**src/rtl/exu_fpu_wb_ctl.sv**
```systemverilog
// exu_fpu_wb_ctl: in-order FP writeback control, pairs FPU finishes with issued rd and shares the FP regfile write port with loads
//   clk, rst (async, active-high)
//   issue_valid/issue_rd/issue_stall          : issue-side tag push and back-pressure
//   fpu_finish/fpu_result/fpu_fflags          : in-order FPU completion
//   flush_lower                               : discards unfinished tags and ignores issue/finish this cycle
//   lsu_fp_wen/lsu_fp_waddr/lsu_fp_wdata      : FP load writeback (highest priority)
//   fpr_wen/fpr_waddr/fpr_wdata               : FP regfile write port
//   fflags_wen/fflags_acc                     : accrued-flags pulse for written FPU results
//   fpr_pending                               : per-register outstanding-write scoreboard
//   wb_error                                  : sticky protocol-error flag
module exu_fpu_wb_ctl #(
    parameter int DEPTH = 2
) (
    input  logic        clk,
    input  logic        rst,
    input  logic        issue_valid,
    input  logic [4:0]  issue_rd,
    output logic        issue_stall,
    input  logic        fpu_finish,
    input  logic [31:0] fpu_result,
    input  logic [4:0]  fpu_fflags,
    input  logic        flush_lower,
    input  logic        lsu_fp_wen,
    input  logic [4:0]  lsu_fp_waddr,
    input  logic [31:0] lsu_fp_wdata,
    output logic        fpr_wen,
    output logic [4:0]  fpr_waddr,
    output logic [31:0] fpr_wdata,
    output logic        fflags_wen,
    output logic [4:0]  fflags_acc,
    output logic [31:0] fpr_pending,
    output logic        wb_error
);
    localparam int CW = $clog2(DEPTH + 1);
    localparam int PW = $clog2(DEPTH);

    logic [4:0]    tag_rd [DEPTH];
    logic [PW-1:0] tag_wp, tag_rp;
    logic [CW-1:0] tag_cnt;
    logic [4:0]    res_rd [DEPTH];
    logic [31:0]   res_data [DEPTH];
    logic [4:0]    res_ff [DEPTH];
    logic [PW-1:0] res_wp, res_rp;
    logic [CW-1:0] res_cnt;

    logic lsu_w, fin_ok, tag_push, res_ne, res_pop, res_push, bypass;

    function automatic logic [PW-1:0] inc(input logic [PW-1:0] p);
        return (p == PW'(DEPTH - 1)) ? '0 : p + 1'b1;
    endfunction

    // reset gates the load path too so every output reads 0 while rst is high
    assign lsu_w       = lsu_fp_wen & ~rst;
    assign fin_ok      = fpu_finish & ~flush_lower & (tag_cnt != '0);
    assign issue_stall = ({1'b0, tag_cnt} + {1'b0, res_cnt}) == (CW + 1)'(DEPTH);
    assign tag_push    = issue_valid & ~flush_lower & ~issue_stall;
    assign res_ne      = res_cnt != '0;
    assign res_pop     = ~lsu_w & res_ne;
    assign res_push    = fin_ok & (lsu_w | res_ne);
    assign bypass      = ~lsu_w & ~res_ne & fin_ok;

    assign fpr_wen    = lsu_w | res_ne | fin_ok;
    assign fpr_waddr  = lsu_w ? lsu_fp_waddr : res_ne ? res_rd[res_rp] : bypass ? tag_rd[tag_rp] : 5'd0;
    assign fpr_wdata  = lsu_w ? lsu_fp_wdata : res_ne ? res_data[res_rp] : bypass ? fpu_result : 32'd0;
    assign fflags_wen = ~lsu_w & (res_ne | fin_ok);
    assign fflags_acc = ~fflags_wen ? 5'd0 : res_ne ? res_ff[res_rp] : fpu_fflags;

    always_comb begin
        fpr_pending = '0;
        for (int k = 0; k < DEPTH; k++) begin
            int t, r;
            t = int'(tag_rp) + k;
            r = int'(res_rp) + k;
            t = (t >= DEPTH) ? t - DEPTH : t;
            r = (r >= DEPTH) ? r - DEPTH : r;
            if (k < int'(tag_cnt)) fpr_pending[tag_rd[t]] = 1'b1;
            if (k < int'(res_cnt)) fpr_pending[res_rd[r]] = 1'b1;
        end
    end

    always_ff @(posedge clk) begin
        if (tag_push) tag_rd[tag_wp] <= issue_rd;
        if (res_push) begin
            res_rd[res_wp]   <= tag_rd[tag_rp];
            res_data[res_wp] <= fpu_result;
            res_ff[res_wp]   <= fpu_fflags;
        end
    end

    always_ff @(posedge clk or posedge rst) begin
        if (rst) begin
            tag_wp   <= '0;
            tag_rp   <= '0;
            tag_cnt  <= '0;
            res_wp   <= '0;
            res_rp   <= '0;
            res_cnt  <= '0;
            wb_error <= 1'b0;
        end else begin
            if (flush_lower) begin
                tag_wp  <= '0;
                tag_rp  <= '0;
                tag_cnt <= '0;
            end else begin
                if (tag_push) tag_wp <= inc(tag_wp);
                if (fin_ok) tag_rp <= inc(tag_rp);
                tag_cnt <= tag_cnt + CW'(tag_push) - CW'(fin_ok);
            end
            if (res_push) res_wp <= inc(res_wp);
            if (res_pop) res_rp <= inc(res_rp);
            res_cnt  <= res_cnt + CW'(res_push) - CW'(res_pop);
            wb_error <= wb_error
                      | (fpu_finish & ~flush_lower & (tag_cnt == '0))
                      | (issue_valid & issue_stall)
                      | (lsu_fp_wen & fpr_pending[lsu_fp_waddr]);
        end
    end
endmodule
```
**config.mk**
```make
export PLATFORM = sky130hd
export DESIGN_NAME = exu_fpu_wb_ctl
export DESIGN_NICKNAME = d
export VERILOG_FILES = /design/src/rtl/exu_fpu_wb_ctl.sv
export SDC_FILE = /design/constraint.sdc
export NUM_CORES = 1
export LEC_CHECK = 0
export BUFFER_PORTS_ARGS = -buffer_cell sky130_fd_sc_hd__buf_2
export CORE_ASPECT_RATIO = 1.4
export CORE_UTILIZATION = 45
export CTS_CLUSTER_SIZE = 25
export DETAILED_ROUTE_END_ITERATION = 10
export PLACE_DENSITY = 0.69
export SLEW_MARGIN = 20
export SYNTH_ARGS = -nofsm -noshare
export SYNTH_HDL_FRONTEND = slang
export SYNTH_SLANG_ARGS = --single-unit
```
**constraint.sdc**
```tcl
create_clock -name clk -period 4.5 [get_ports clk]
set_input_delay 1.125 -clock clk [delete_from_list [all_inputs] [get_ports clk]]
set_output_delay 1.125 -clock clk [all_outputs]
set_load 0.005 [all_outputs]
```
; ---- Word-level counts from Yosys, hierarchy flattened
; Memories as Yosys holds them, arrays and structs flattened.
; Index checks and enable logic that the tools add are counted.
[classes]
n_addsub = 15
n_mul = 0
n_div = 0
magnitude_cmp = 17
n_eq_ne = 1
shifts = 0
n_mux = 39
n_bitwise = 27
n_reduce_logical = 9
[ops]
columns = operator, count
row1 = 2-to-1 mux 32 bit, 7
row2 = OR 32 bit, 3
row3 = "less-than comparator 5 x 6 -> 1 bit, second input constant", 5
row4 = 2-to-1 mux 5 bit, 5
row5 = 2-to-1 mux 1 bit, 21
row6 = demux 1 bit (select 5 bit), 4
row7 = ">= comparator 5 x 1 -> 1 bit, second input constant", 4
row8 = AND 1 bit, 13
row9 = "less-than comparator 1 x 2 -> 1 bit, first input constant", 4
row10 = nonzero test 2 bit, 4
row11 = OR 1 bit, 6
row12 = binary-select mux 1 bit (select 5 bit), 1
row13 = inverter 1 bit, 5
row14 = "adder 1 bit, second input constant", 4
row15 = "adder 1 x 1 -> 2 bit, second input constant", 2
row16 = adder 2 x 1 -> 2 bit, 2
row17 = ">= comparator 1 x 2 -> 1 bit, second input constant", 2
row18 = ">= comparator 2 bit, second input constant", 2
row19 = logical AND 1 bit, 4
row20 = "subtractor 1 bit, second input constant", 4
row21 = subtractor 2 x 1 -> 2 bit, 2
row22 = adder 2 x 2 -> 3 bit, 1
row23 = "== test 3 x 2 -> 1 bit, second input constant", 1
row24 = logical NOT 2 bit, 1
row25 = 2-to-1 mux 2 bit, 1
[totals]
regBits = 9
latchBits = 0
ram_bits = 94
mem_bits_ro = 0
in_bits = 85
out_inout_bits = 78
elab_cells = 119
mem_count = 4
[memory_table]
columns = memory, depth, width, read_ports, rd_ports_with_merged_regs, write_ports, line
row1 = res_data, 2, 32, 1, 0, 1, 41  ; logic [31:0] res_data [DEPTH];
row2 = res_ff, 2, 5, 1, 0, 1, 42  ; logic [4:0] res_ff [DEPTH];
row3 = res_rd, 2, 5, 3, 0, 1, 40  ; logic [4:0] res_rd [DEPTH];
row4 = tag_rd, 2, 5, 3, 0, 1, 37  ; logic [4:0] tag_rd [DEPTH];

; ---- Longest topological paths before layout
; Gate-level depths: netlist of run 1.
; An unclocked memory read counts as a cell.
[depth]
ltp_word = 18
depth_mapped = 12

; ---- Worst setup path before layout of run 1
; OpenSTA, ideal clock, no wires.
[synth_path]
path_type = input -> register
startpoint = in fpu_finish
endpoint = mem res_data[0][0] (enable)
setup_time_ps = 442
arrival_ps = 3763
required_time_ps = 4058
setup_slack_ps = 295
stages = 6
n_path_buf = 1
path_cell_list = nor2b_1 nand2_1 inv_1 clkbuf_1 o21ai_0 nor2_1
[synth_between]
elab_chain_len = 5
[synth_lines]
columns = item, line
row1 = start: declaration, 19  ; input logic fpu_finish,
row2 = AND 1 bit (2 in series), 54  ; assign fin_ok = fpu_finish & ~flush_lower & (tag_cnt != '0);
row3 = AND 1 bit, 59  ; assign res_push = fin_ok & (lsu_w | res_ne);
row4 = 2-to-1 mux 1 bit, 83  ; if (res_push) begin
row5 = 2-to-1 mux 1 bit (not written as such), 85  ; res_data[res_wp] <= fpu_result;
row6 = end: declaration, 41
; Every way passes these cells.

; ---- Worst setup path in the final report of run 1
[layout_path]
startpoint = reg tag_rp
endpoint = out fpr_pending[24]
[layout_between]
elab_chain_len = 14
word_cells_on_any_way = 25
[layout_lines]
columns = item, line
row1 = start: declaration, 38  ; logic [PW-1:0] tag_wp, tag_rp;
row2 = start signal: assignment, 106  ; if (fin_ok) tag_rp <= inc(tag_rp);
row3 = >= comparator 1 x 2 -> 1 bit or subtractor 1 bit (tied branches), 74  ; t = (t >= DEPTH) ? t - DEPTH : t;
row4 = 2-to-1 mux 1 bit, 74
row5 = memory read (2 x 5 bit) *, --
row6 = less-than comparator 5 x 6 -> 1 bit (not written as such) or >= comparator 5 x 1 -> 1 bit (tied branches), 76  ; if (k < int'(tag_cnt)) fpr_pending[tag_rd[t]] = 1'b1;
row7 = logical AND 1 bit (not written as such), 76
row8 = 2-to-1 mux 1 bit (not written as such), 76
row9 = demux 1 bit (select 5 bit), 76
row10 = 2-to-1 mux 32 bit, 76
row11 = OR 32 bit (no source line), --
row12 = 2-to-1 mux 32 bit, 77  ; if (k < int'(res_cnt)) fpr_pending[res_rd[r]] = 1'b1;
row13 = OR 32 bit (no source line), --
row14 = 2-to-1 mux 32 bit *, 76
row15 = OR 32 bit (no source line), --
row16 = 2-to-1 mux 32 bit *, 77
row17 = end: declaration, 31  ; output logic [31:0] fpr_pending,
; Every way passes the cells marked *; elsewhere a longest branch is shown, timed or not.

==> impl_metrics.csv, run 1 <==
group,metric,value,unit
yosys,synthMuxAreaShare,8.93,%
yosys,synth_cells,686,
yosys,synthAdderAreaFrac,1.19,%
yosys,synth_compound_area_share,21.6,%
sta,clock_skew,0.00634,ns
power,peakVddDrop,0.000319,V
yosys,yosysMostFrequentCell,"nor2_1",
sta,hold_viol_final,0,
routing,viasPerCell,6.11,
yosys,synth-seq-cells,103,
floorplanning,fp.dieW,107,um
yosys,syn_area_per_cell,10.1,sq um
run_status,status,"complete, no violations",
grt,grt_pass1_wl,31.3,mm
power,p_leak,3.23,nW
setup_path,cp.arrival,2.95,ns
cts,clock-root-buffer,"clkbuf_16",
cts,clk_path_buf_depth,2,
yosys,synth-xor-area-share,1.01,%
layout,fin_nets,912,
placement,gp_congestion,0.940,
sta,min_period,4.08,ns
grt,grt_max_degree,72,
yosys,synth_edf_count,94,
floorplanning,num_rows,53,
grt,grt.total_usage,25.5,%
cts,cts_buffers,9,
setup_path,required,3.38,ns
yosys,yosys.area_share.simple,18.2,%
yosys,yosysSeqAreaShare,44.1,%
placement,port_buffers,162,
cts,postCtsSetupBuffers,0,
cts,cts-htree-levels,3,
cts,clk_pin_slew,0.07,ns
layout,stdcell_area,0.00817,sq mm
floorplanning,dieHeight,149,um
routing,ant_nets,0,
routing,vias,6217,
routing,routed_wl,20.2,mm
setup_path,startpoint,"tag_rp",
cts,clock_sinks,103,
sta,rsz0062_at_grt,"no",
setup_path,slowest_delay,0.82,ns
setup_path,startpoint_type,"register",
setup_path,critPathMaxFanout,24,
routing,dr.pass1.iters,7,
floorplanning,dieArea,0.0159,sq mm
yosys,postSynthNetCount,777,
setup_path,crit_path_end_kind,"primary output",
cts,cts_tree,"yes",
floorplanning,num_io_pins,163,
min_path,hp-class,"reg -> reg",
layout,final_cells,1018,
cts,cts_resized,0,
yosys,yosys-top-cells-area,"edfxtp_1 (41%), nor2_1 (6.2%), mux2i_1 (5.9%), a31oi_1 (3.4%), dfrtp_1 (3.3%)",
sta,worstMarginPinSlew,0.907,ns
placement,dpl.cell_count,1002,
routing,wl_per_cell,19.9,um
grt,antenna_found_initial,0,
sta,setup-tns-final,0,ns
yosys,synth_common_cells,"nor2_1 (115), edfxtp_1 (94), mux2i_1 (41), a21oi_1 (39), a31oi_1 (38)",
sta,fmax,0.245,GHz
run,max_cap_viol_count,0,
placement,dp_hpwl,15.4,mm
min_path,hold_path_startpoint,"res_wp",
sta,period_share,90.6,%
setup_path,crit_chain,"mux2i_2 -> inv_2 -> or3_1 -> o32ai_1 -> or2_2 -> buf_2",
floorplanning,start_util,46.2,%
yosys,synth.top_cell.area_share,40.8,%
setup_path,crit_type,"reg -> out",
yosys,synth_top_family_by_area,"compound AO/OA/AOI/OAI gates",
power,p_per_area,512,mW/mm^2
routing,first_iter_violations,426,
layout,final_layout_size_suffix_gt1_share,28.9,%
setup_path,cp_slowest_cell,"dfrtp_1",
yosys,synth_cell_types,78,
yosys,synth_top_cell_by_area,"edfxtp_1",
grt,grt_pass1_vias,5867,
cts,clk_latency,0.35,ns
sta,maxSlewViolCount,0,
placement,placed_cell_area,0.00784,sq mm
yosys,netlist_area,0.00692,sq mm
cts,hold_buffers,0,
power,total_power,0.00418,W
sta,relSlewSlack,38.9,%
sta,finalSetupViolCount,0,
yosys,ys.warnings.count,0,
layout,num_antenna_cells,0,
layout,syn_to_final_growth,18.1,%
setup_path,worstReg2RegStart,"tag_rp",
grt,globalRouteOverflowTotal,0,
yosys,synth_ff_type,"edfxtp_1",
routing,drc,0,
yosys,async_flop_share,8.74,%
floorplanning,coreArea,0.0150,sq mm
critical path, delay by kind of cell (launching register included):
family          cells  cell delay, ns
mux                 1            0.46
compound gates      1            0.40
flops               1            0.82
simple gates        2            0.65
buf+inv             2            0.28
kinds of logic after synthesis:
logic type,count (synthesis)
simple gates,252
buf+inv,67
compound gates,197
fa+ha+maj,6
flops,103
mux,53
xor+xnor,8
report_power, final:
group,total (W),internal [W],switching (W),leakage (nW)
registers,0.00138,0.00117,0.000204,0.957
logic,0.00196,0.000792,0.00116,2.11
clock network,0.000845,0.000496,0.000349,0.161
total,0.00418,0.00246,0.00172,3.23
cells in the final DEF (no fill, tap or decap), types with 9 or more instances in the layout:
cell       count
inv_1         17
nand3_1       12
nor2_1       112
clkbuf_16      9
a31oi_1       38
o22ai_1       21
nand2b_1       9
nor3b_1        9
o22a_1        10
nor3_1        20
buf_2        162
edfxtp_1      94
a21oi_1       39
mux2i_1       41
or3_1         10
nor2b_1       19
nand2_1       19
metal layers:
metal	track usage (%)	up-vias	part of all wire, %
li1	-	2902	-
met1	31.0	2907	39
met2	44.2	356	50
met3	4.12	52	8.1
met4	11.3	0	3.4
met5	0	-	0
final cells by class:
cell class / instances / area, sq um
timing repair buffer: 171 / 916
tap: 192 / 240
inverter: 20 / 75.1
multi-input combinational: 516 / 3550
clock inverter: 7 / 104
fill: 1345 / 6820
clock buffer: 9 / 225
sequential: 103 / 3050
worst paths after layout:
kind | to | slack (ns) | cells past startpoint
worst min-delay path | res_wp | 0.55 | 1
worst max-delay path | fpr_pending[24] | 0.42 | 6
worst max register to register | wb_error | 1.17 | 9
max in group asynchronous | res_rp | 3.38 | 2
worst min register to register | res_wp | 0.55 | 1
min in group asynchronous | res_wp | 0.78 | 2
metrics by stage:
step	hold slack (ns)	utilization, %	setup slack [ns]
floorplan	0.468	-	0.295
global placement	0.535	52.3	0.546
detailed placement	0.543	52.3	0.511
CTS	0.556	54.5	0.458
global route	0.598	54.5	0.257
finish	0.554	54.5	0.422
registers in the layout (all words and copies together), names as in the netlist, 2 cells and up:
register / flops
res_cnt: 2
res_data: 64
res_ff: 10
res_rd: 10
tag_cnt: 2
tag_rd: 10
Note: power is estimated with default switching activity, not from simulation.
==> run 2, diff against run 1 <==
--- a/config.mk
+++ b/config.mk
@@ -5,6 +5,7 @@
 export SDC_FILE = /design/constraint.sdc
 export NUM_CORES = 1
 export LEC_CHECK = 0
+export ABC_AREA = 1
 export BUFFER_PORTS_ARGS = -buffer_cell sky130_fd_sc_hd__buf_2
 export CORE_ASPECT_RATIO = 1.4
 export CORE_UTILIZATION = 45
==> impl_metrics.csv, run 2 <==
group,metric,value,unit
setup_path,cp_slowest_cell,"inv_1",
yosys,ys.warnings.count,0,
yosys,synthAdderAreaFrac,1.27,%
yosys,async_flop_share,8.74,%
layout,num_antenna_cells,0,
cts,cts_resized,0,
grt,grt_pass1_wl,30.0,mm
layout,stdcell_area,0.00780,sq mm
layout,regMostFlops,"res_data",
sta,relSlewSlack,50.5,%
run,max_cap_viol_count,0,
sta,clock_skew,0.0107,ns
layout,syn_to_final_growth,19.7,%
layout,final_layout_size_suffix_gt1_share,24.6,%
setup_path,cp_num_cells,9,
floorplanning,num_io_pins,163,
yosys,synth_ff_type,"edfxtp_1",
sta,rsz0062_at_grt,"no",
setup_path,slowest_delay,0.38,ns
setup_path,crit_type,"in -> out",
cts,postCtsSetupBuffers,0,
setup_path,ff2ff_setup_slack,1.42,ns
routing,vias,6367,
setup_path,critPathMaxFanout,24,
layout,multi_input_area,0.00312,sq mm
placement,dpl.cell_count,1169,
setup_path,endpoint,"fflags_acc[4]",
floorplanning,dieArea,0.0150,sq mm
yosys,synth_compound_area_share,8.20,%
power,p_leak,3.29,nW
cts,clk_path_buf_depth,2,
placement,port_buffers,162,
setup_path,required,3.38,ns
layout,layout_commonest_cell,"nor2_1",
routing,dr.pass1.iters,5,
routing,viasPerCell,5.38,
run_status,status,"complete, no violations",
sta,worstMarginPinSlew,0.737,ns
grt,grt.total_usage,25.8,%
routing,wl_per_cell,16.2,um
yosys,synthMuxAreaShare,0,%
layout,final.fill_count,1413,
yosys,synth_top_family_by_area,"simple AND/OR/NAND/NOR gates",
yosys,synth_edf_count,94,
setup_path,worstReg2RegStart,"res_rp",
cts,cts-htree-levels,3,
routing,routed_wl,19.1,mm
setup_path,startpoint,"lsu_fp_wen",
cts,hold_buffers,0,
yosys,yosys-top-cells-area,"edfxtp_1 (43%), nor2_1 (15%), nand2_1 (12%), nand3_1 (5.5%), dfrtp_1 (3.5%)",
placement,gp_congestion,0.925,
layout,fin_nets,1086,
yosys,yosysSeqAreaShare,46.8,%
yosys,yosysMostFrequentCell,"nor2_1",
sta,period_share,88.4,%
grt,globalRouteOverflowTotal,0,
power,total_power,0.00391,W
floorplanning,dieHeight,144,um
cts,cts_tree,"yes",
layout,final_cells,1184,
yosys,netlist_area,0.00651,sq mm
cts,clk_latency,0.34,ns
floorplanning,coreArea,0.0140,sq mm
layout,largest_reg_flops,64,
layout,most-common-layout-cells,"nor2_1 (259), nand2_1 (207), buf_2 (162), edfxtp_1 (94), nand3_1 (71)",
yosys,synth_top_cell_by_area,"edfxtp_1",
setup_path,r2r_cells,16,
floorplanning,fp.dieW,104,um
setup_path,startpoint_type,"primary input",
grt,grt_max_degree,32,
yosys,synth_common_cells,"nor2_1 (261), nand2_1 (207), edfxtp_1 (94), nand3_1 (71), inv_1 (37)",
sta,min_period,3.98,ns
grt,grt_pass1_vias,5842,
power,peakVddDrop,0.000283,V
sta,finalSetupViolCount,0,
cts,clk_pin_slew,0.07,ns
min_path,holdPathStages,2,
sta,maxSlewViolCount,0,
yosys,synth.top_cell.area_share,43.3,%
cts,clock-root-buffer,"clkbuf_16",
min_path,hp-class,"reg -> reg",
yosys,synth-xor-area-share,0.672,%
setup_path,crit_path_end_kind,"primary output",
power,p_per_area,501,mW/mm^2
layout,register_area,0.00305,sq mm
sta,hold_viol_final,0,
routing,first_iter_violations,390,
setup_path,crit_chain,"buf_2 -> nand2_1 -> inv_2 -> nor2_1 -> inv_1 -> o21ai_0 -> inv_1 -> a311oi_1 -> buf_2",
yosys,yosys.area_share.simple,37.6,%
setup_path,critPathTopFamily,"buffers and inverters",
grt,antenna_found_initial,0,
yosys,postSynthNetCount,935,
sta,setup-tns-final,0,ns
routing,ant_nets,0,
yosys,synth_cell_types,34,
setup_path,path_buf_inv,5,
sta,fmax,0.251,GHz
placement,dp_hpwl,14.0,mm
cts,clock_sinks,103,
floorplanning,num_rows,51,
yosys,syn_area_per_cell,7.72,sq um
yosys,synth_cells,844,
cts,cts_buffers,9,
placement,placed_cell_area,0.00751,sq mm
yosys,synth-seq-cells,103,
floorplanning,start_util,46.4,%
setup_path,cp.arrival,2.85,ns
routing,drc,0,
setup_path,worstReg2RegEnd,"wb_error",
-- run 2: changes by cell type after synthesis, sizes merged, moves of 37 or more --
cell and change:
mux2i -45, a21oi -37, nor2 +145, nand3 +73
nand2 +197
-- run 2: power by group --
group          switching [W]  internal (W)  total [W]  leakage (nW)
logic                0.00125      0.000618    0.00186          2.20
registers           0.000114       0.00117    0.00128         0.957
clock network       0.000329      0.000429   0.000759         0.139
total                0.00169       0.00222    0.00391          3.29
-- run 2: area by class of cell --
type | instances | area share [%]
clock buffer | 10 | 2.94
sequential | 103 | 39.1
clock inverter | 5 | 0.770
inverter | 49 | 2.36
multi-input combinational | 660 | 40.0
tap | 185 | 2.97
timing repair buffer | 172 | 11.8
-- run 2: per-layer routing --
metal / wire length [um] / global-route usage [%] / up-vias
li1: - / - / 3110
met1: 7300 / 29.3 / 2939
met2: 9620 / 46.1 / 261
met3: 1380 / 4.91 / 57
met4: 844 / 14.1 / 0
met5: 0 / 0 / -
-- run 2: worst register-to-register path: stages (launching register included) --
cell     delay [ns]
dfrtp_2        0.60
inv_2          0.40
buf_4          0.43
nand2_1        0.13
nand2_2        0.13
nand3_2        0.23
nor2_1         0.17
nor2_1         0.06
nand2_1        0.09
nand2_1        0.07
nand3_1        0.09
nand3_1        0.15
nand3_1        0.12
nand2_1        0.06
nand2_1        0.06
nand3_1        0.16
nand2_1        0.11
-- run 2: worst min-delay path by stage --
stage               endpoint  slack (ns)      from
floorplan             tag_wp        0.46    tag_wp
global placement    wb_error        0.46  wb_error
detailed placement  wb_error        0.48  wb_error
finish              wb_error        0.49  wb_error
CTS                 wb_error        0.50  wb_error
global route        wb_error        0.51  wb_error
-- run 2: cells by family after synthesis --
| group | Yosys count |
|---|---|
| and+or+nand+nor | 580 |
| xor gates and xnor gates | 5 |
| buffers and inverters | 81 |
| AOI/OAI and AO/OA | 69 |
| adders and majority gates | 6 |
| DFF | 103 |
-- run 2: stage by stage --
stage          hold WS [ns]  util (%)  setup WS, ns
6_report              0.490      55.6         0.520
5_1_grt               0.509      55.6         0.377
4_1_cts               0.497      55.6         0.495
3_5_place_dp          0.479      53.5         0.551
3_3_place_gp          0.458      53.5         0.605
2_1_floorplan         0.460         -         0.368
